`config.mk`:
```
export PLATFORM = sky130hd
export DESIGN_NAME = cu_fsm
export DESIGN_NICKNAME = d
export VERILOG_FILES = /design/src/rtl/cu_fsm.sv
export SDC_FILE = /design/constraint.sdc
export NUM_CORES = 1
export LEC_CHECK = 0
export CELL_PAD_IN_SITES_DETAIL_PLACEMENT = 0
export CELL_PAD_IN_SITES_GLOBAL_PLACEMENT = 1
export CORE_MARGIN = 5
export CORE_UTILIZATION = 25
export CTS_BUF_LIST = sky130_fd_sc_hd__clkbuf_2 sky130_fd_sc_hd__clkbuf_4 sky130_fd_sc_hd__clkbuf_8
export DETAILED_ROUTE_END_ITERATION = 8
export PLACE_DENSITY_LB_ADDON = 0.08
export RECOVER_POWER = 50
export SETUP_SLACK_MARGIN = 0.1
export SLEW_MARGIN = 20
export SYNTH_ARGS = -nofsm -noshare
export SYNTH_HDL_FRONTEND = slang
export SYNTH_SLANG_ARGS = --single-unit
```
`constraint.sdc`:
```
create_clock -name CLK -period 2.89 [get_ports CLK]
set_input_delay 0.867 -clock CLK [delete_from_list [all_inputs] [get_ports CLK]]
set_output_delay 0.867 -clock CLK [all_outputs]
set_load 0.01 [all_outputs]
```
`src/rtl/cu_fsm.sv`:
```
// cu_fsm: multicycle control FSM for the OTTER RV32I core.
// Sequences FETCH/EXEC/WB/INTR and drives the commit strobes.
//
// Ports:
//   CLK, RST_N            clock, async active-low reset
//   INTR                  async external interrupt request (level)
//   MIE                   machine interrupt enable from CSR file
//   IR_OPCODE, IR_FUNCT   ir[6:0], ir[14:12]
//   RST                   sync reset to PC and reg file
//   PC_WRITE, REG_WRITE   PC load / register file write enables
//   MEM_RDEN1, MEM_RDEN2  instruction / data port read enables
//   MEM_WE2               data port write enable
//   CSR_WE                CSR write (csrrw)
//   INT_TAKEN             interrupt entry (PC<=MTVEC, MEPC<=PC)
//   MRET_EXEC             mret (PC<=MEPC)
//   STATE                 current state encoding (debug)
module cu_fsm #(
   parameter int SYNC_STAGES = 2
) (
   input  logic       CLK,
   input  logic       RST_N,
   input  logic       INTR,
   input  logic       MIE,
   input  logic [6:0] IR_OPCODE,
   input  logic [2:0] IR_FUNCT,
   output logic       RST,
   output logic       PC_WRITE,
   output logic       REG_WRITE,
   output logic       MEM_RDEN1,
   output logic       MEM_RDEN2,
   output logic       MEM_WE2,
   output logic       CSR_WE,
   output logic       INT_TAKEN,
   output logic       MRET_EXEC,
   output logic [2:0] STATE
);

   typedef enum logic [2:0] {
      ST_INIT  = 3'd0,
      ST_FETCH = 3'd1,
      ST_EXEC  = 3'd2,
      ST_WB    = 3'd3,
      ST_INTR  = 3'd4
   } state_t;

   localparam logic [6:0] OPC_LOAD   = 7'b0000011;
   localparam logic [6:0] OPC_STORE  = 7'b0100011;
   localparam logic [6:0] OPC_BRANCH = 7'b1100011;
   localparam logic [6:0] OPC_OP     = 7'b0110011;
   localparam logic [6:0] OPC_OP_IMM = 7'b0010011;
   localparam logic [6:0] OPC_LUI    = 7'b0110111;
   localparam logic [6:0] OPC_AUIPC  = 7'b0010111;
   localparam logic [6:0] OPC_JAL    = 7'b1101111;
   localparam logic [6:0] OPC_JALR   = 7'b1100111;
   localparam logic [6:0] OPC_SYSTEM = 7'b1110011;

   localparam logic [2:0] F_MRET  = 3'b000;
   localparam logic [2:0] F_CSRRW = 3'b001;

   state_t                 state_q;
   state_t                 state_d;
   logic [SYNC_STAGES-1:0] sync_q;
   logic                   hist_q;
   logic                   pend_q;
   logic                   edge_det;
   logic                   int_go;
   logic                   is_load;

   // Rising edge seen at the synchronizer output.
   assign edge_det = sync_q[SYNC_STAGES-1] & ~hist_q;
   assign int_go   = pend_q & MIE;
   assign is_load  = (IR_OPCODE == OPC_LOAD);
   assign STATE    = state_q;

   always_comb begin
      state_d = ST_INIT;
      case (state_q)
         ST_INIT:  state_d = ST_FETCH;
         ST_FETCH: state_d = ST_EXEC;
         ST_EXEC: begin
            if (is_load)     state_d = ST_WB;
            else if (int_go) state_d = ST_INTR;
            else             state_d = ST_FETCH;
         end
         ST_WB:    state_d = int_go ? ST_INTR : ST_FETCH;
         ST_INTR:  state_d = ST_FETCH;
         default:  state_d = ST_INIT;
      endcase
   end

   always_ff @(posedge CLK or negedge RST_N) begin
      if (!RST_N) begin
         state_q <= ST_INIT;
         sync_q  <= '0;
         hist_q  <= 1'b0;
         pend_q  <= 1'b0;
      end else begin
         state_q <= state_d;
         sync_q  <= {sync_q[SYNC_STAGES-2:0], INTR};
         hist_q  <= sync_q[SYNC_STAGES-1];
         // A new edge beats the clear; MIE=0 freezes the request.
         if (edge_det)
            pend_q <= 1'b1;
         else if (state_q == ST_INTR && MIE)
            pend_q <= 1'b0;
      end
   end

   // Outputs decode straight from state so an async reset
   // drops every commit strobe in the same instant.
   always_comb begin
      RST       = 1'b0;
      PC_WRITE  = 1'b0;
      REG_WRITE = 1'b0;
      MEM_RDEN1 = 1'b0;
      MEM_RDEN2 = 1'b0;
      MEM_WE2   = 1'b0;
      CSR_WE    = 1'b0;
      INT_TAKEN = 1'b0;
      MRET_EXEC = 1'b0;
      case (state_q)
         ST_INIT:  RST = 1'b1;
         ST_FETCH: MEM_RDEN1 = 1'b1;
         ST_EXEC: begin
            case (IR_OPCODE)
               OPC_LOAD: MEM_RDEN2 = 1'b1;
               OPC_STORE: begin
                  MEM_WE2  = 1'b1;
                  PC_WRITE = 1'b1;
               end
               OPC_BRANCH: PC_WRITE = 1'b1;
               OPC_OP, OPC_OP_IMM, OPC_LUI,
               OPC_AUIPC, OPC_JAL, OPC_JALR: begin
                  REG_WRITE = 1'b1;
                  PC_WRITE  = 1'b1;
               end
               OPC_SYSTEM: begin
                  PC_WRITE = 1'b1;
                  if (IR_FUNCT == F_CSRRW) begin
                     CSR_WE    = 1'b1;
                     REG_WRITE = 1'b1;
                  end else if (IR_FUNCT == F_MRET) begin
                     MRET_EXEC = 1'b1;
                  end
               end
               // Unknown opcodes retire as a nop.
               default: PC_WRITE = 1'b1;
            endcase
         end
         ST_WB: begin
            REG_WRITE = 1'b1;
            PC_WRITE  = 1'b1;
         end
         ST_INTR: begin
            INT_TAKEN = 1'b1;
            PC_WRITE  = 1'b1;
         end
         default: RST = 1'b0;
      endcase
   end

endmodule

```
==> flow_summary_export.csv <==
group,metric,value,unit
cells_and_area,layout-drive-gt1-share,0.400,
worst_setup_path,cp.arrival,2.14,ns
pwr,clkPwrFrac,0.193,
global_routing,grt-ovfl-total,0,
sta,slew_violations,0,
worst_setup_path,cpPeakStageDelay,0.36,ns
worst_setup_path,path_delay_family,"simple AND/OR/NAND/NOR gates",
floorplan,die_x,50.0,µm
clocking,cts_hold_buffers,0,
worst_hold_path,hp-start,"sync_q[0]",
floorplan,pin_count,26,
sta,tightest_slew,0.298,ns
route,top_layer,"met4",
sta,relSlewSlack,0.801,
place,dp_slack,-0.868,ns
worst_setup_path,cp_max_fo,3,
yosys,synthesis.area,400,µm²
clocking,cts_inserted_buffers,3,
clocking,tritoncts,"done",
pwr,p_per_area,621,nW/µm²
place,dp.cells,91,
floorplan,core,1510,µm²
status,outcome,"finished, violations left",
yosys,synth-async-reset-ratio,1.00,
yosys,synth-simple-area-share,0.384,
cells_and_area,nFillCells,149,
sta,tns,-0.221,ns
place,io_buffers,25,
route,routed-wl-met2,511,µm
cells_and_area,nets,95,
yosys,synth_top_family_by_area,"simple AND/OR/NAND/NOR gates",
global_routing,grt_pass1_vias,478,
worst_setup_path,end_kind,"output pin",
yosys,synthAdderAreaFrac,0,
yosys,ys.flop_type,"dfrtp_1",
route,vias_per_cell,4.52,
pwr,switching_share,0.345,
route,wl_met3,80,µm
yosys,syn_nets,56,
clocking,cts_max_level,1,
sta,setup_viol,2,
route,drt-pass1-iter-count,2,
worst_setup_path,worstPathRequired,2.02,ns
clocking,cts_sinks,7,
cells_and_area,multi_input_area,240,µm²
cells_and_area,fin_area,781,µm²
clocking,clock_latency,0.24,ns
worst_setup_path,path_buf_inv,2,
floorplan,start_util,0.266,
yosys,yosysSeqAreaShare,0.438,
worst_setup_path,reg2reg_depth,4,
sta,hold_viol,0,
status,violations,"negative setup slack",
sta,hold-worst-slack,0.346,ns
worst_setup_path,crit_path_start_kind,"input port",
pwr,p_leak,0.374,nW
yosys,ys_warn_count,0,
worst_setup_path,worst_r2r_endpoint,"STATE[1]",
worst_hold_path,hold_path_depth,0,
yosys,muxShareOfSynthArea,0,
global_routing,grt_pass1_wl,1.97,mm
place,place_congestion,0.630,
global_routing,antenna_found_initial,0,
yosys,syn_inst,42,
cells_and_area,seqCellArea,175,µm²
yosys,synth_xor_area_frac,0,
sta,clock_skew,0.00388,ns
pwr,p_seq_frac,0.325,
yosys,synth_compound_area_frac,0.131,
worst_hold_path,min_path_type,"reg2reg",
clocking,clk_pin_slew,0.05,ns
worst_setup_path,crit_slowest_cell,"or3_4",
clocking,cts_buffer_depth,2,
sta,finalCriticalPeriod,3.01,ns
yosys,synth.distinct_cells,22,
yosys,synth_edf_count,0,
global_routing,grt_start_max_net_pins,9,
pwr,ir_drop,0.393,mV
worst_hold_path,min_to,"sync_q[1]",
pwr,p_comb_frac,0.483,
route,first_iter_violations,5,
pwr,p_sw,0.167,mW
clocking,root_buffer,"clkbuf_4",
cells_and_area,antenna_cells,0,
place,postPlaceCellArea,731,µm²
route,wl_met1,513,µm
floorplan,die_area,2500,µm²
sta,fmax,332,MHz
cells_and_area,syn2layout_area_growth,95.0,%
yosys,avgSynthCellArea,9.53,µm²
global_routing,grt.total_usage,0.0993,
floorplan,dieHeight,50.0,µm
cells_and_area,final_core_util,0.518,
place,hpwl,915,µm
route,totalWireLength,1.12,mm
route,post_drt_wl_per_cell,11.6,µm
sta,finalCritPeriodShare,1.04,
yosys,ys_seq_elements,7,
route,drc,0,
cells_and_area,fin_cells,96,
floorplan,rows,14,
worst_setup_path,r2r-start,"STATE[1]",
sta,grt_setup_unrepaired,"yes",
route,antenna_left,0,
worst_setup_path,r2r_slack,1.41,ns
pwr,power.total,0.485,mW
run,drv_cap,0,
pwr,p_int,0.317,mW
route,vias,434,
worst_setup_path,path_class,"in2out",
sta,fin_ws,-0.120,ns
worst_setup_path,worstPathCellList,"buf_6 -> nand4bb_4 -> or3_4 -> o31a_4 -> or2_1 -> buf_2",
## cell usage after synthesis (2+ instances only)
library cell / n / share of area
dfrtp_1: 7 / 0.44
inv_1: 5 / 0.047
nor2_1: 4 / 0.037
nand2_1: 3 / 0.028
o21ai_0: 3 / 0.037
nand2b_1: 2 / 0.031
nor2b_1: 2 / 0.031
nor4_1: 2 / 0.031
## registers in the layout (all words and copies together), names as in the netlist
signal	cells
STATE	3
pend_q	1
sync_q	2
hist_q	1
## timing repair
action,in CTS,in global routing
endpoints found under the hold margin,0,0
gates resized for setup,45,9
setup buffers,1,0
pin swaps,7,5
endpoints found under the setup margin,6,6
## worst max path at each step
stage	to	start	slack, ns	cells past startpoint
finish	PC_WRITE	IR_OPCODE[2]	-0.12	6
detailed placement	MEM_RDEN2	IR_OPCODE[2]	-0.87	6
global route	PC_WRITE	IR_OPCODE[2]	-0.16	6
CTS	PC_WRITE	IR_OPCODE[3]	-0.26	6
global placement	MEM_RDEN2	IR_OPCODE[2]	-0.86	6
floorplan	PC_WRITE	IR_OPCODE[2]	0.08	4
## worst register-to-register path, stage by stage (launching register included)
cell,delay [ns]
dfrtp_1,0.45
or2b_1,0.27
or4_4,0.49
buf_4,0.16
o21ai_2,0.04
## power groups by stage
stage | combinational [mW] | sequential, mW | clock (mW)
after floorplan | 0.0991 | 0.155 | 0
after global placement | 0.245 | 0.159 | 0
after detailed placement | 0.243 | 0.158 | 0
after CTS | 0.233 | 0.158 | 0.0985
after global routing | 0.257 | 0.165 | 0.107
final | 0.234 | 0.157 | 0.0934
## cell type report
type / count / area share
repair buffers: 34 / 0.380
clock buffers: 4 / 0.0385
well taps: 16 / 0.0256
flip-flops and latches: 7 / 0.224
inverters: 5 / 0.0240
multi-input cells: 30 / 0.308
## layer usage
metal / up-vias / track usage
li1: 225 / -
met4: 0 / 0.0393
met1: 193 / 0.124
met2: 14 / 0.149
met3: 2 / 0.0422
met5: - / 0
## cell families after synthesis
group | Yosys count
flops | 7
compound gates | 8
simple gates | 22
buf+inv | 5
## cell usage in the layout (no fill, tap or decap), types with 2 or more instances in the layout
cell / synthesis / final
buf_6: 0 / 4
dfrtp_1: 7 / 7
buf_2: 0 / 5
clkbuf_4: 0 / 4
nor2_1: 4 / 4
nand2_1: 3 / 3
dlygate4sd2_1: 0 / 4
buf_4: 0 / 9
o21ai_0: 3 / 3
nor2b_1: 2 / 2
nand2b_1: 2 / 2
clkdlybuf4s50_1: 0 / 7
inv_1: 5 / 4
dlygate4sd3_1: 0 / 3
No activity file was read; power rests on OpenSTA's default activity.
